===== src/rtl/shift_in.sv =====
// Serial-to-parallel receiver: start=1, 8 data bits LSB first, stop=0, idle low.
// Define SHIFT_IN_FRAMECHK_EN to reject frames with a bad stop bit and pulse frame_err.
module shift_in #(
  parameter int BIT_CYCLES = 1
) (
  input  logic       clk,
  input  logic       rst,
  input  logic       in,
  input  logic       ack,
  output logic [7:0] byte_out,
  output logic       byte_valid,
  output logic       overrun,
  output logic       frame_err
);

  localparam int M = (BIT_CYCLES - 1) / 2;
  localparam bit SKIP_START = (M == 0);
  localparam logic [3:0] CNT_LAST = 4'(BIT_CYCLES - 1);
  // cnt holds (cycles since t0 - 1) mod BIT_CYCLES, so mid-bit lands on M-1 (mod BIT_CYCLES)
  localparam logic [3:0] SAMP_CNT = (M == 0) ? 4'(BIT_CYCLES - 1) : 4'(M - 1);

  typedef enum logic [2:0] {WAIT_LOW, IDLE, START, DATA, STOP} state_t;

  state_t     state, state_nxt;
  logic [3:0] cnt;
  logic [3:0] bitcnt;
  logic [7:0] shreg;
  logic       samp;
  logic       cnt_run;
  logic       shift_en;
  logic       stop_samp;
  logic       deliver;

  assign samp = (cnt == SAMP_CNT);

  always_ff @(posedge clk) begin
    if (rst) state <= WAIT_LOW;
    else     state <= state_nxt;
  end

  always_comb begin
    state_nxt = state;
    case (state)
      WAIT_LOW: if (!in) state_nxt = IDLE;
      // With a zero mid-bit offset the start bit is already confirmed by this sample
      IDLE:     if (in) state_nxt = SKIP_START ? DATA : START;
      START:    if (samp) state_nxt = in ? DATA : IDLE;
      DATA:     if (samp && bitcnt == 4'd7) state_nxt = STOP;
      STOP: begin
        if (samp) begin
`ifdef SHIFT_IN_FRAMECHK_EN
          state_nxt = in ? WAIT_LOW : IDLE;
`else
          state_nxt = IDLE;
`endif
        end
      end
      default:  state_nxt = WAIT_LOW;
    endcase
  end

  always_comb begin
    cnt_run   = (state == START) || (state == DATA) || (state == STOP);
    shift_en  = (state == DATA) && samp;
    stop_samp = (state == STOP) && samp;
`ifdef SHIFT_IN_FRAMECHK_EN
    deliver   = stop_samp && !in;
`else
    deliver   = stop_samp;
`endif
  end

  always_ff @(posedge clk) begin
    if (rst) begin
      cnt    <= 4'd0;
      bitcnt <= 4'd0;
    end else if (!cnt_run) begin
      cnt    <= 4'd0;
      bitcnt <= 4'd0;
    end else begin
      cnt <= (cnt == CNT_LAST) ? 4'd0 : cnt + 4'd1;
      if (shift_en) bitcnt <= bitcnt + 4'd1;
    end
  end

  always_ff @(posedge clk) begin
    if (shift_en) shreg <= {in, shreg[7:1]};
  end

  always_ff @(posedge clk) begin
    if (rst) begin
      byte_out   <= 8'h00;
      byte_valid <= 1'b0;
      overrun    <= 1'b0;
    end else if (deliver) begin
      if (byte_valid && !ack) begin
        overrun <= 1'b1;
      end else begin
        byte_out   <= shreg;
        byte_valid <= 1'b1;
        if (byte_valid) overrun <= 1'b0;
      end
    end else if (byte_valid && ack) begin
      byte_valid <= 1'b0;
      overrun    <= 1'b0;
    end
  end

`ifdef SHIFT_IN_FRAMECHK_EN
  always_ff @(posedge clk) begin
    if (rst) frame_err <= 1'b0;
    else     frame_err <= stop_samp && in;
  end
`else
  assign frame_err = 1'b0;
`endif

endmodule


===== config.mk =====
export PLATFORM = sky130hd
export DESIGN_NAME = shift_in
export DESIGN_NICKNAME = d
export VERILOG_FILES = /design/src/rtl/shift_in.sv
export SDC_FILE = /design/constraint.sdc
export NUM_CORES = 1
export LEC_CHECK = 0
export ABC_AREA = 1
export CORE_AREA = 3 3 50 52
export CTS_BUF_LIST = sky130_fd_sc_hd__clkbuf_4 sky130_fd_sc_hd__clkbuf_8 sky130_fd_sc_hd__clkbuf_16
export DETAILED_ROUTE_END_ITERATION = 8
export DIE_AREA = 0 0 53 55
export GPL_ROUTABILITY_DRIVEN = 0
export MAX_ROUTING_LAYER = met4
export PLACE_DENSITY_LB_ADDON = 0.12
export SYNTH_ARGS = -nofsm -noshare
export SYNTH_HDL_FRONTEND = slang
export SYNTH_SLANG_ARGS = --single-unit

===== constraint.sdc =====
create_clock -name clk -period 1.9 [get_ports clk]
set_clock_uncertainty 0.05 [all_clocks]
set_input_delay 0.285 -clock clk [delete_from_list [all_inputs] [get_ports clk]]
set_output_delay 0.285 -clock clk [all_outputs]
set_load 0.03 [all_outputs]

==> flow_summary.toml <==
[setup_path]
max_stage_delay_ns = 0.68
start_kind = "flop"
criticalPathCategory = "reg -> out"
critPathTopFamily = "buffers and inverters"
critical_path.cell_chain = "clkdlybuf4s50_1"
crit_fanout = 4
crit_buf_inv = 1
crit_arrival_ns = 1.36
cpMaxStageDelayCell = "clkdlybuf4s50_1"
cp.required_ns = 1.56
end_kind = "output pin"

[floorplan]
ios = 15
num_rows = 17
die_area_mm2 = 0.00292
start_util_pct = 55.8
die_w_um = 53
core_mm2 = 0.00215
die_h_um = 55

[power_and_ir_drop]
finalPower_mw = 1.53
power.density_mw_per_mm2 = 1060
peakVddDrop_mv = 0.695
p_leak_nw = 0.565

[timing]
setup-violations-final = 0
finalCriticalPeriod_ns = 1.70
finalCritPeriodShare_pct = 89.3
fin_tns_setup_ns = 0
drv_slew = 0
rsz0062_at_grt = "no"
fmax_mhz = 590
hold_viol_final = 0

[synth]
synth-compound-area-share_pct = 5.85
synth_top_family_by_area = "simple AND/OR/NAND/NOR gates"
ys_seq_area_share_pct = 55.1
synth_xor_area_share_pct = 3.65
synthAdderAreaFrac_pct = 3.13
netlist_area_mm2 = 0.00120
ys_types = 22
synthCells = 136
synth.avg_cell_area_um2 = 8.81
async_reset_ff_share_pct = 0
yosys-mux-area-fraction_pct = 0
yosys_warnings = 0
ys_ff_latch = 29
yosys.area_share.simple_pct = 25.9
synthFlopType = "dfxtp_1"
synth_edf_count = 8
synth_nets = 143

[clock_tree]
cts_htree_levels = 2
clk_pin_slew_ns = 0.09
cts_root_buf = "clkbuf_4"
clock-sinks = 29
clock_latency_ns = 0.32
cts_hold_buffers = 0
cts_tree = "built"
cts_resized = 0
cts_inserted_buffers = 5
post_cts_buffers = 0
clk_path_buf_depth = 2

[grt]
antenna_found_initial = 0
grt.total_usage_pct = 18.1
grt_pass1_vias = 836
grt_pass1_wl_um = 3410
grt_overflow = 0
grt_max_degree = 12

[finish]
nFillCells = 185
final_cell_mix = "nor2_1, dfxtp_1, nand2_1"
drive_gt1_share_pct = 11.0
final_common_cell = "nor2_1"
utilization_pct = 66.7
area_growth_pct = 19.5
antenna_cells = 0
multi_input_area_um2 = 465
fin_nets = 162
regArea_um2 = 661
final_area_mm2 = 0.00143

[placement]
port_buffers = 13
dp_hpwl_um = 1470
placed_cell_area_mm2 = 0.00136

[detailed_routing]
drtAntennaViolNets = 0
vias = 914
viasPerCell = 4.99
drt-total-wl_um = 2010
firstDrtPassIters = 4
drc = 0
wl_per_cell_um = 11.0
drt_iter0_markers = 15

[worst_hold_path]
hp-class = "reg -> reg"

[outcome]
outcome = "completed"

[run]
maxCapViolCount = 0
-- per-layer routing --
layer / global-route usage (%) / routed length (um) / vias to the layer above
met5: - / 0 / -
met4: 15.7 / 59 / 0
met3: 5.63 / 80 / 5
met2: 28.1 / 991 / 17
met1: 18.6 / 875 / 424
li1: - / - / 468
-- where the power goes --
| part | internal (mW) | leakage (nW) | switching, mW |
|---|---|---|---|
| Clock | 0.268 | 0.0410 | 0.203 |
| Combinational | 0.0999 | 0.282 | 0.212 |
| Sequential | 0.706 | 0.242 | 0.0365 |
-- sequential cells by signal (all words and copies together) (netlist names) --
name and flops:
byte_valid 1, cnt 4, state 3, overrun 1
byte_out 8, shreg 8, bitcnt 4
-- Yosys cell counts (2+ instances only) --
cell type	number	area share, %
nor2_1	31	9.7
dfxtp_1	21	35
nand2_1	20	6.3
inv_1	13	4.1
edfxtp_1	8	20
nand3_1	7	2.9
o21ai_0	7	2.9
a21oi_1	5	2.1
xor2_1	4	2.9
ha_1	3	3.1
nand2_4	2	1.9
nand3_2	2	1.7
nand4_1	2	1.0
nor2_4	2	1.9
o21ai_1	2	0.84
-- final cells by class --
cell class / instances / area share [%]
Sequential cell: 29 / 46.1
Multi-Input combinational cell: 90 / 32.5
Timing Repair Buffer: 14 / 9.61
Inverter: 15 / 4.28
Clock buffer: 5 / 2.62
Clock inverter: 2 / 2.45
Tap cell: 28 / 2.45
-- worst register-to-register path, delay by kind of cell (launching register included) --
family / cells / cell delay (ns)
flip-flops: 1 / 0.34
buffers and inverters: 2 / 0.28
AND/OR/NAND/NOR: 1 / 0.16
adder cells (fa/ha/maj): 1 / 0.22
-- final timing paths --
kind / startpoint / to / slack (ns) / cells after the start
setup / recovery: byte_valid / byte_valid / 0.20 / 1
hold / removal: shreg[4] / shreg[3] / 0.40 / 0
setup reg to reg: cnt[0] / shreg[7] / 0.53 / 4
hold reg to reg: shreg[4] / shreg[3] / 0.40 / 0
-- cells by family (layout without fill, tap and decap cells) --
family,Yosys count,in the layout
compound gates,14,14
simple gates,67,67
flops,29,29
xor+xnor,5,5
other cells,1,1
buf+inv,17,36
fa+ha+maj,3,3
-- stage by stage --
stage,std cells,hold WS (ns),setup slack (ns)
CTS,183,0.402,0.179
global route,183,0.427,0.144
global placement,176,0.381,0.442
detailed placement,176,0.380,0.404
floorplan,136,0.304,0.663
finish,183,0.402,0.204
Note: power is estimated with default switching activity, not from simulation.
==> edit (same settings) <==
Compare `bitcnt` against `4'd7` with >= in place of ==.
--- a/src/rtl/shift_in.sv
+++ b/src/rtl/shift_in.sv
@@ -47,3 +47,3 @@
       START:    if (samp) state_nxt = in ? DATA : IDLE;
-      DATA:     if (samp && bitcnt == 4'd7) state_nxt = STOP;
+      DATA:     if (samp && bitcnt >= 4'd7) state_nxt = STOP;
       STOP: begin
Function: no difference found for any inputs over 10 cycles, from zero or initial values and one cycle with rst high; that may be too few to reach the edited logic, so the function may still have changed.
==> edit against the original RTL <==
Sequential cell count unchanged; count of clock-buffer cells in the layout up 1; wire length up 1.0%; area after synthesis down 1.4%; highest routed layer unchanged; die area unchanged; design area down 2.9%; worst setup slack worse by 0.0048 ns.
Power is not compared: it rests on default switching activity, and its combinational part moved more than twofold at a synthesized area within 25%.
==> edit: results (changes against the original RTL) <==
metric,value,unit,change
status,completed,,
Final nets,160,,-1.2%
Iter 0 DRT Violations,17,,+2
post-CTS setup buffers,0,,unchanged
worst-path fanout max,4,,unchanged
post-CTS resize count,0,,unchanged
vias per inst,5.066,,+1.4%
CP max stage delay,0.68,ns,about the same
critical path startpoint,byte_valid$_SDFFE_PP0P_,,
max-slew violation count,0,,unchanged
Ant. Diodes,0,,unchanged
Post-synth top flop,dfxtp_1,,
later-pin clock latency in the skew report,0.32,ns,about the same
WL per Instance,11.14,um,+1.6%
fraction of registers with async set/reset,0,%,unchanged
"delay-heaviest family, CP",buffers and inverters,,
Fillers,198,,+7.0%
YS warnings,0,,unchanged
vias in the first global route,815,,-2.5%
Num CTS Buffers,5,,unchanged
Clock transition at path regs,0.09,ns,about the same
maxcap violations,0,,unchanged
cell depth of the worst flop-to-flop path,6,,+2
Worst VDD drop,0.5722,mV,
Post-Synth XOR/XNOR Area,1.481,%,-2.2 points
dpl hpwl,1428,um,-3.2%
H-tree depth,2,,unchanged
worst reg2reg setup slack,0.33,ns,-0.20 ns
biggest regs,"byte_out: 8 flops, shreg: 8 flops",,
global-route wire length before repair,3394,um,-0.41%
multiplexer share of the synthesized area,0,%,unchanged
router iterations before antenna repair,4,,unchanged
switch share,26.07,%,
number of flops mapped to enable cells by yosys,8,,unchanged
slowest CP cell,clkdlybuf4s50_1,,
Post-synth top cells,"nor2_1 (27), dfxtp_1 (21), nand2_1 (17)",,
"Seq/Total Area, Yosys",55.87,%,+0.76 points
total global routing overflow,0,,unchanged
Syn Nets,142,,-0.70%
port bufs,13,,unchanged
largest net degree at the start of global routing,13,,+1
adder-cell area share of the yosys netlist,3.175,%,+0.043 points
Area contributors post-synth,"dfxtp_1 (36%), edfxtp_1 (20%), nor2_1 (8.6%)",,
layout cells sized above 1,11.69,%,+0.72 points
Hold Path Stages,0,,unchanged
Synth Area in Compound Gates,10.79,%,+4.9 points
worst r2r src,cnt[1]$_SDFF_PP0_,,
worst min-delay path startpoint,shreg[1]$_DFFE_PP_,,
initial antenna violation count,0,,unchanged
Clock Path Buffers,2,,unchanged
Worst Hold Class,reg -> reg,,
Global Route Usage Sum,17.53,%,-0.55 points
Netlist cell types,26,,+18%
-- edit: power groups by stage --
| stage | logic (mW) | registers (mW) | clock network [mW] |
|---|---|---|---|
| after floorplan | 0.0729 | 0.693 | 0 |
| after global placement | 0.109 | 0.686 | 0 |
| after detailed placement | 0.112 | 0.687 | 0 |
| after CTS | 0.114 | 0.673 | 0.380 |
| after global routing | 0.127 | 0.677 | 0.411 |
| final | 0.115 | 0.673 | 0.363 |
-- edit: stage by stage --
| stage | cell area, um^2 | power, mW | worst slack [ns] | hold WS (ns) | cells |
|---|---|---|---|---|---|
| detailed placement | 1336 | 0.7994 | 0.2985 | 0.3765 | 174 |
| floorplan | 1182 | 0.7662 | 0.5197 | 0.3041 | 135 |
| finish | 1391 | 1.151 | 0.1993 | 0.3944 | 182 |
| global placement | 1336 | 0.7954 | 0.3585 | 0.3781 | 174 |
| global route | 1391 | 1.216 | 0.1086 | 0.4257 | 182 |
| CTS | 1391 | 1.167 | 0.1732 | 0.3965 | 182 |
-- edit: final cells by class --
| cell class | instances | area share, % |
|---|---|---|
| Multi-Input combinational cell | 90 | 32.55 |
| Tap cell | 28 | 2.518 |
| Sequential cell | 29 | 47.48 |
| Clock buffer | 6 | 3.237 |
| Clock inverter | 2 | 0.7194 |
| Inverter | 14 | 4.137 |
| Timing Repair Buffer | 13 | 9.353 |
-- edit: worst paths after layout --
kind                             end
setup / recovery          byte_valid
hold / removal    shreg[0]$_DFFE_PP_
setup reg to reg  shreg[1]$_DFFE_PP_
hold reg to reg   shreg[0]$_DFFE_PP_
-- edit: per-layer routing --
layer | vias to the layer above | global-route usage [%] | wire [um]
li1 | 467 | - | -
met1 | 423 | 18.78 | 946
met2 | 26 | 26.65 | 902
met3 | 6 | 8.043 | 131
met4 | 0 | 10.64 | 48
met5 | - | - | 0
